### config.mk
export PLATFORM = sky130hd
export DESIGN_NAME = mult_div_unit
export DESIGN_NICKNAME = d
export VERILOG_FILES = /design/src/rtl/multdiv_pkg.sv /design/src/rtl/div_core.sv /design/src/rtl/mult_div_unit.sv
export SDC_FILE = /design/constraint.sdc
export NUM_CORES = 1
export LEC_CHECK = 0
export CAP_MARGIN = 5
export CELL_PAD_IN_SITES_DETAIL_PLACEMENT = 0
export CELL_PAD_IN_SITES_GLOBAL_PLACEMENT = 2
export CORE_UTILIZATION = 35
export CTS_BUF_LIST = sky130_fd_sc_hd__clkbuf_8
export DETAILED_ROUTE_END_ITERATION = 8
export PLACE_DENSITY = 0.89
export SLEW_MARGIN = 5
export SYNTH_ARGS = -nofsm -noshare
export SYNTH_HDL_FRONTEND = slang
export SYNTH_SLANG_ARGS = --single-unit
### constraint.sdc
create_clock -name clk -period 7.8 [get_ports clk]
set_clock_uncertainty 0.1 [all_clocks]
set_input_delay 1.56 -clock clk [delete_from_list [all_inputs] [get_ports clk]]
set_output_delay 1.56 -clock clk [all_outputs]
set_load 0.01 [all_outputs]
### src/rtl/multdiv_pkg.sv
// ============================================================================
// Module      : multdiv_pkg
// Description : Shared types and latency constants for the multiply/divide unit.
// Revision    : 1.0 - initial release
// ============================================================================
`default_nettype none

package multdiv_pkg;

    typedef enum logic [2:0] {
        ST_IDLE     = 3'd0,
        ST_MULT_RUN = 3'd1,
        ST_DIV_RUN  = 3'd2,
        ST_DIV_FIX  = 3'd3,
        ST_DONE     = 3'd4
    } md_state_e;

    localparam int MD_ITER     = 32;
    localparam int MD_MULT_LAT = 33;
    localparam int MD_DIV_LAT  = 34;

endpackage

`default_nettype wire

### src/rtl/div_core.sv
// ============================================================================
// Module      : div_core
// Description : One combinational restoring-divide step on unsigned magnitudes.
// Revision    : 1.0 - initial release
// ============================================================================
`default_nettype none

module div_core #(
    parameter int WIDTH = 32
) (
    input  logic [WIDTH-1:0] i_rem,
    input  logic [WIDTH-1:0] i_quo,
    input  logic [WIDTH-1:0] i_divisor,
    output logic [WIDTH-1:0] o_rem,
    output logic [WIDTH-1:0] o_quo
);

    logic [WIDTH:0] w_shifted;
    logic [WIDTH:0] w_trial;

    // Remainder stays below the divisor, so one extra bit is enough to see the borrow.
    always_comb begin
        w_shifted = {i_rem, i_quo[WIDTH-1]};
        w_trial   = w_shifted - {1'b0, i_divisor};
        if (!w_trial[WIDTH]) begin
            o_rem = w_trial[WIDTH-1:0];
            o_quo = {i_quo[WIDTH-2:0], 1'b1};
        end else begin
            o_rem = w_shifted[WIDTH-1:0];
            o_quo = {i_quo[WIDTH-2:0], 1'b0};
        end
    end

endmodule

`default_nettype wire

### src/rtl/mult_div_unit.sv
// ============================================================================
// Module      : mult_div_unit
// Description : Multicycle signed Booth multiply / restoring divide into Hi/Lo.
//               Divider compiled in only when MULTDIV_DIV_EN is defined.
// Revision    : 1.0 - initial release
// ============================================================================
`default_nettype none

module mult_div_unit
    import multdiv_pkg::*;
#(
    parameter int WIDTH = 32
) (
    input  logic             clk,
    input  logic             reset,
    input  logic             mult_start,
    input  logic             div_start,
    input  logic [WIDTH-1:0] a,
    input  logic [WIDTH-1:0] b,
    output logic [WIDTH-1:0] hi,
    output logic [WIDTH-1:0] lo,
    output logic             busy,
    output logic             done,
    output logic             div_zero
);

    localparam int              c_CW        = $clog2(MD_ITER);
    localparam logic [c_CW-1:0] c_LAST_ITER = c_CW'(MD_ITER - 1);

    md_state_e        r_state, w_state_next;
    logic [c_CW-1:0]  r_cnt;
    // Upper half carries one sign-extension bit so A = -2^WIDTH-1 cannot overflow.
    logic [WIDTH:0]   r_acc_hi;
    logic [WIDTH-1:0] r_acc_lo;
    logic             r_guard;
    logic [WIDTH-1:0] r_mcand;
    logic [WIDTH-1:0] r_hi, r_lo;

    logic             w_last;
    logic             w_div_accept;
    logic [WIDTH:0]   w_mcand_ext, w_booth_sum, w_booth_hi;
    logic [WIDTH-1:0] w_booth_lo;
    logic             w_booth_guard;

`ifdef MULTDIV_DIV_EN
    // Divide reuses the accumulator: r_acc_hi = remainder, r_acc_lo = quotient, r_mcand = divisor.
    logic             w_div_req, w_div_zero_req;
    logic             r_div_zero, r_sign_a, r_sign_b;
    logic [WIDTH-1:0] w_rem_next, w_quo_next;

    assign w_div_req      = div_start & ~mult_start;
    assign w_div_accept   = w_div_req & (b != '0);
    assign w_div_zero_req = w_div_req & (b == '0);
    assign div_zero       = r_div_zero;

    div_core #(.WIDTH(WIDTH)) u_div_core (
        .i_rem     (r_acc_hi[WIDTH-1:0]),
        .i_quo     (r_acc_lo),
        .i_divisor (r_mcand),
        .o_rem     (w_rem_next),
        .o_quo     (w_quo_next)
    );
`else
    logic w_unused_div_start;
    assign w_unused_div_start = div_start;
    assign w_div_accept       = 1'b0;
    assign div_zero           = 1'b0;
`endif

    assign w_last = (r_cnt == c_LAST_ITER);
    assign busy   = (r_state != ST_IDLE);
    assign done   = (r_state == ST_DONE);
    assign hi     = r_hi;
    assign lo     = r_lo;

    always_ff @(posedge clk) begin
        if (!reset) r_state <= ST_IDLE;
        else        r_state <= w_state_next;
    end

    always_comb begin
        w_state_next = r_state;
        case (r_state)
            ST_IDLE: begin
                if (mult_start)        w_state_next = ST_MULT_RUN;
                else if (w_div_accept) w_state_next = ST_DIV_RUN;
            end
            ST_MULT_RUN: if (w_last) w_state_next = ST_DONE;
            ST_DIV_RUN:  if (w_last) w_state_next = ST_DIV_FIX;
            ST_DIV_FIX:  w_state_next = ST_DONE;
            ST_DONE:     w_state_next = ST_IDLE;
            default:     w_state_next = ST_IDLE;
        endcase
    end

    // Radix-2 Booth step followed by an arithmetic right shift of {hi, lo, guard}.
    always_comb begin
        w_mcand_ext = {r_mcand[WIDTH-1], r_mcand};
        case ({r_acc_lo[0], r_guard})
            2'b01:   w_booth_sum = r_acc_hi + w_mcand_ext;
            2'b10:   w_booth_sum = r_acc_hi - w_mcand_ext;
            default: w_booth_sum = r_acc_hi;
        endcase
        w_booth_hi    = {w_booth_sum[WIDTH], w_booth_sum[WIDTH:1]};
        w_booth_lo    = {w_booth_sum[0], r_acc_lo[WIDTH-1:1]};
        w_booth_guard = r_acc_lo[0];
    end

    always_ff @(posedge clk) begin
        if (!reset) begin
            r_cnt    <= '0;
            r_acc_hi <= '0;
            r_acc_lo <= '0;
            r_guard  <= 1'b0;
            r_mcand  <= '0;
            r_hi     <= '0;
            r_lo     <= '0;
`ifdef MULTDIV_DIV_EN
            r_div_zero <= 1'b0;
            r_sign_a   <= 1'b0;
            r_sign_b   <= 1'b0;
`endif
        end else begin
`ifdef MULTDIV_DIV_EN
            r_div_zero <= 1'b0;
`endif
            case (r_state)
                ST_IDLE: begin
                    r_cnt <= '0;
                    if (mult_start) begin
                        r_acc_hi <= '0;
                        r_acc_lo <= b;
                        r_guard  <= 1'b0;
                        r_mcand  <= a;
                    end
`ifdef MULTDIV_DIV_EN
                    else if (w_div_accept) begin
                        r_acc_hi <= '0;
                        r_acc_lo <= a[WIDTH-1] ? -a : a;
                        r_mcand  <= b[WIDTH-1] ? -b : b;
                        r_sign_a <= a[WIDTH-1];
                        r_sign_b <= b[WIDTH-1];
                    end else if (w_div_zero_req) begin
                        r_div_zero <= 1'b1;
                    end
`endif
                end
                ST_MULT_RUN: begin
                    r_cnt    <= r_cnt + 1'b1;
                    r_acc_hi <= w_booth_hi;
                    r_acc_lo <= w_booth_lo;
                    r_guard  <= w_booth_guard;
                    if (w_last) begin
                        r_hi <= w_booth_hi[WIDTH-1:0];
                        r_lo <= w_booth_lo;
                    end
                end
`ifdef MULTDIV_DIV_EN
                ST_DIV_RUN: begin
                    r_cnt    <= r_cnt + 1'b1;
                    r_acc_hi <= {1'b0, w_rem_next};
                    r_acc_lo <= w_quo_next;
                end
                ST_DIV_FIX: begin
                    r_lo <= (r_sign_a ^ r_sign_b) ? -r_acc_lo : r_acc_lo;
                    r_hi <= r_sign_a ? -r_acc_hi[WIDTH-1:0] : r_acc_hi[WIDTH-1:0];
                end
`endif
                default: ;
            endcase
        end
    end

endmodule

`default_nettype wire

==> results.txt <==
----------------------------------------------------
[Synthesis]
  Share of flip-flops with an asynchronous set or reset ... 0%
  Share of synthesized area spent on multiplexers ... under 10%
  Synth warn ... 0
  Number of distinct library cells after synthesis ... 73
  Seq/Total Area, Yosys ... a little under two fifths
  Largest area contributor in the netlist ... dfxtp_1
  Leading cell types by count after synthesis ... nand2_1, dfxtp_1, a21oi_1, nor2_1, clkbuf_1
  Post-synthesis net count ... 1286
  Synth Register Bits ... ~170
  Combinational family with the most area after synthesis ... simple AND/OR/NAND/NOR gates
  Portion of synthesized cell area occupied by the leading cell type ... 37.61%
  Most used standard cell by instance count after synthesis ... nand2_1
  Xor and xnor area share after synthesis ... between 5 and 6%
  Predominant post-synthesis flop cell ... dfxtp_1
  Mapped Avg Cell Area ... ~7.6 µm²
  Netlist area before placement ... between 8000 and 9000 µm²
  EDFF count, synth ... 0
  Post-synthesis adder-cell area fraction ... 5.230%
  Complex-gate fraction of the synthesized area ... between 20% and 30%
  Cell count after synthesis ... roughly 1200
  Ranking of synthesized cells by area ... dfxtp_1, nand2_1, a21oi_1
  Synth Area in Simple Gates ... between 20% and 30%

[Drt]
  Routed wire length per instance ... roughly 16 µm
  Wire length after detailed routing ... approximately 25000 µm
  Average via count per standard cell ... 5.121
  Antenna Violating Nets Remaining ... 0
  Initial DRC count ... roughly 530
  DRC errors left ... 0
  Total number of vias ... approximately 8200
  Detailed-router iteration count before antenna repair ... 5

[Placed design]
  Gpl congestion ... about 0.82
  # port buffers ... ~130
  HPWL after detailed placement ... 16480 µm
  DP Worst Slack ... roughly 3.0 ns

[Hold path]
  Path type of the worst min-delay path ... flop to flop

[Worst setup path]
  Endpoint of the most critical setup path ... hi[30]
  Launching element type of the critical path ... flop
  Slack of the worst reg-to-reg path ... around 3 ns
  CP max FO ... 7
  R2R Path End ... hi[30]
  Worst reg-to-reg path cell count ... 20
  CP endpoint kind ... flop
  Crit path kind ... flop to flop
  WP data arrival ... 5.05 ns
  Required time reported for the critical path endpoint ... ~8.1 ns
  Critical Path Start ... r_mcand[2]
  Launch point of the worst reg-to-reg path ... r_mcand[2]

[STA]
  Count of endpoints failing hold in the final timing report ... 0
  Max-slew violation count ... 0
  Final critical-path setup slack ... approximately 3.0 ns
  Post-route clock period utilization ... between 60% and 70%
  Slew of the pin with the lowest slew margin ... between 1 and 1.5 ns
  Maximum operating frequency ... ~210 MHz
  Worst max-slew margin expressed relative to the limit ... 26.52%
  Sum Neg Setup Slack ... 0 ns
  Worst-case hold slack ... between 0.3 and 0.4 ns
  Minimum period implied by the final worst setup slack ... 4.763 ns
  Final setup fails ... 0
  RSZ-0062 raised after global routing ... false

[Clock network]
  Clock transition at the registers of the reported paths ... roughly 0.10 ns
  Postcts setup bufs ... 0
  H-Tree Depth ... 4
  Clock tree from TritonCTS ... done
  Hold Buf Count CTS ... 0
  Cell at the root of the clock tree ... clkbuf_8
  Max Buffers Root-to-Sink ... 2
  Number of buffers created by CTS ... 17
  Number of clock sinks ... 169
  Skew-Pair Late Insertion Delay ... ~0.45 ns
  CTS resizes ... 0

[Floorplan]
  Row count ... 58
  Die boundary width ... between 150 and 200 µm
  Core area ... ~25000 µm²
  Die area ... roughly 26000 µm²
  Height of the die ... ~160 µm
  Starting utilization of the core area ... roughly 36%
  Ports placed on the boundary ... 135

[GRT]
  Number of antenna violations at the first check in global routing ... 0
  Wire length of the first global-routing pass ... ~40000 µm
  Overflow after GRT ... 0
  Global routing usage summed across all routing layers ... between 10% and 20%
  Number of global-route vias before repair ... a little under 8000
  Maximum number of pins on one net before global-route repair ... 85

[Pwr]
  Cell leakage power ... 3.992 nW
  Maximum vdd drop ... around 0.082 mV
  Power density relative to cell area ... 192.6 nW/µm²

[Cells and area]
  Layout cells sized above 1 ... approximately 5.2%
  Antenna Cells ... 0
  Number of nets in the final layout ... between 1000 and 1500
  Growth of design area from synthesis to finish ... 21.09%

[Run]
  Number of max-cap violations ... 0

[Outcome]
  Status ... complete, no violations

----------------------------------------------------
logic make-up after synthesis:
| family | after synthesis |
|---|---|
| other | 1 |
| adder cells (fa/ha/maj) | 37 |
| flip-flops | 169 |
| multiplexers | 12 |
| AO/OA/AOI/OAI | 307 |
| buffers and inverters | 98 |
| AND/OR/NAND/NOR | 502 |
| XOR/XNOR | 55 |
worst min-delay path by stage:
stage / from / to / slack, ns / depth (start not counted)
after floorplan: r_cnt[3] / r_cnt[3] / 0.34 / 2
after global placement: lo[30] / lo[30] / 0.34 / 2
after detailed placement: lo[0] / lo[0] / 0.35 / 2
after CTS: lo[0] / lo[0] / 0.36 / 2
after global routing: lo[3] / lo[3] / 0.38 / 2
final: lo[0] / lo[0] / 0.36 / 2
cell type report:
cell class                 count  area (µm²)
clock buffer                  17       234.0
clock inverter                13       185.2
fill                        2596       14290
inverter                      16       62.56
multi-input combinational    914        5233
sequential                   169        3383
tap                          330       412.9
timing repair buffer         140        1381
routing by layer:
| metal | part of all wire (%) | global-route usage (%) | vias up |
|---|---|---|---|
| met1 | 50 | 26.86 | 3798 |
| met3 | 5.3 | 4.699 | 6 |
| met4 | 0.49 | 3.473 | 0 |
| li1 | - | - | 4244 |
| met2 | 44 | 30.30 | 140 |
| met5 | 0 | 0 | - |
power by group:
part | internal (W) | leakage [nW] | total [W] | switching [W]
combinational | 0.000200 | 2.40 | 0.000484 | 0.000284
sequential | 0.000895 | 1.38 | 0.000930 | 0.0000350
clock | 0.000326 | 0.214 | 0.000683 | 0.000356
cell usage in the layout (no fill, tap or decap), drive strengths merged, types with 7 or more instances in the layout:
cell type      netlist  final
nand2              257    257
dfxtp              169    169
a21oi              141    141
clkdlybuf4s50        0    132
nor2               128    128
o21ai               53     53
xnor2               44     44
nand3               41     41
ha                  36     36
a311oi              33     33
inv                 16     24
nor3                19     19
a31oi               18     18
clkbuf              72     17
a21o                14     14
a211oi              12     12
xor2                11     11
and2                10     10
nand2b               8      8
mux2i                8      8
buf                  9      8
nor2b                7      7
or3                  7      7
state kept, by name, indices dropped and copies added, names as in the netlist:
signal / flops
hi: 32
lo: 32
r_acc_hi: 32
r_acc_lo: 32
r_cnt: 5
r_guard: 1
r_mcand: 32
r_state: 3
critical path, cell delays in order, from the launching register on:
cell and delay (ns):
dfxtp_1 0.39, nor2_1 0.16, nor4b_1 0.71, nand3b_1 0.18
nor2_1 0.27, nand2_1 0.08, nor2_1 0.23, nand2_1 0.09
nor2_1 0.21, nor2_1 0.09, xnor2_1 0.14, ha_1 0.38
a21o_1 0.19, a21o_1 0.17, a21o_1 0.17, a21o_1 0.17
a21o_1 0.17, a221oi_1 0.37, xnor2_1 0.20, nand2_1 0.08
a31oi_1 0.16
per-stage QoR:
stage               instance area, µm²  std cells  power (W)  utilization (%)
detailed placement               10470       1569   0.001433            41.59
floorplan                         8995       1181   0.001304                -
finish                           10890       1599   0.002097            43.25
global placement                 10470       1569   0.001432            41.59
CTS                              10890       1599   0.002125            43.25
global route                     10890       1599   0.002219            43.25
(Power assumes the default switching activity.)
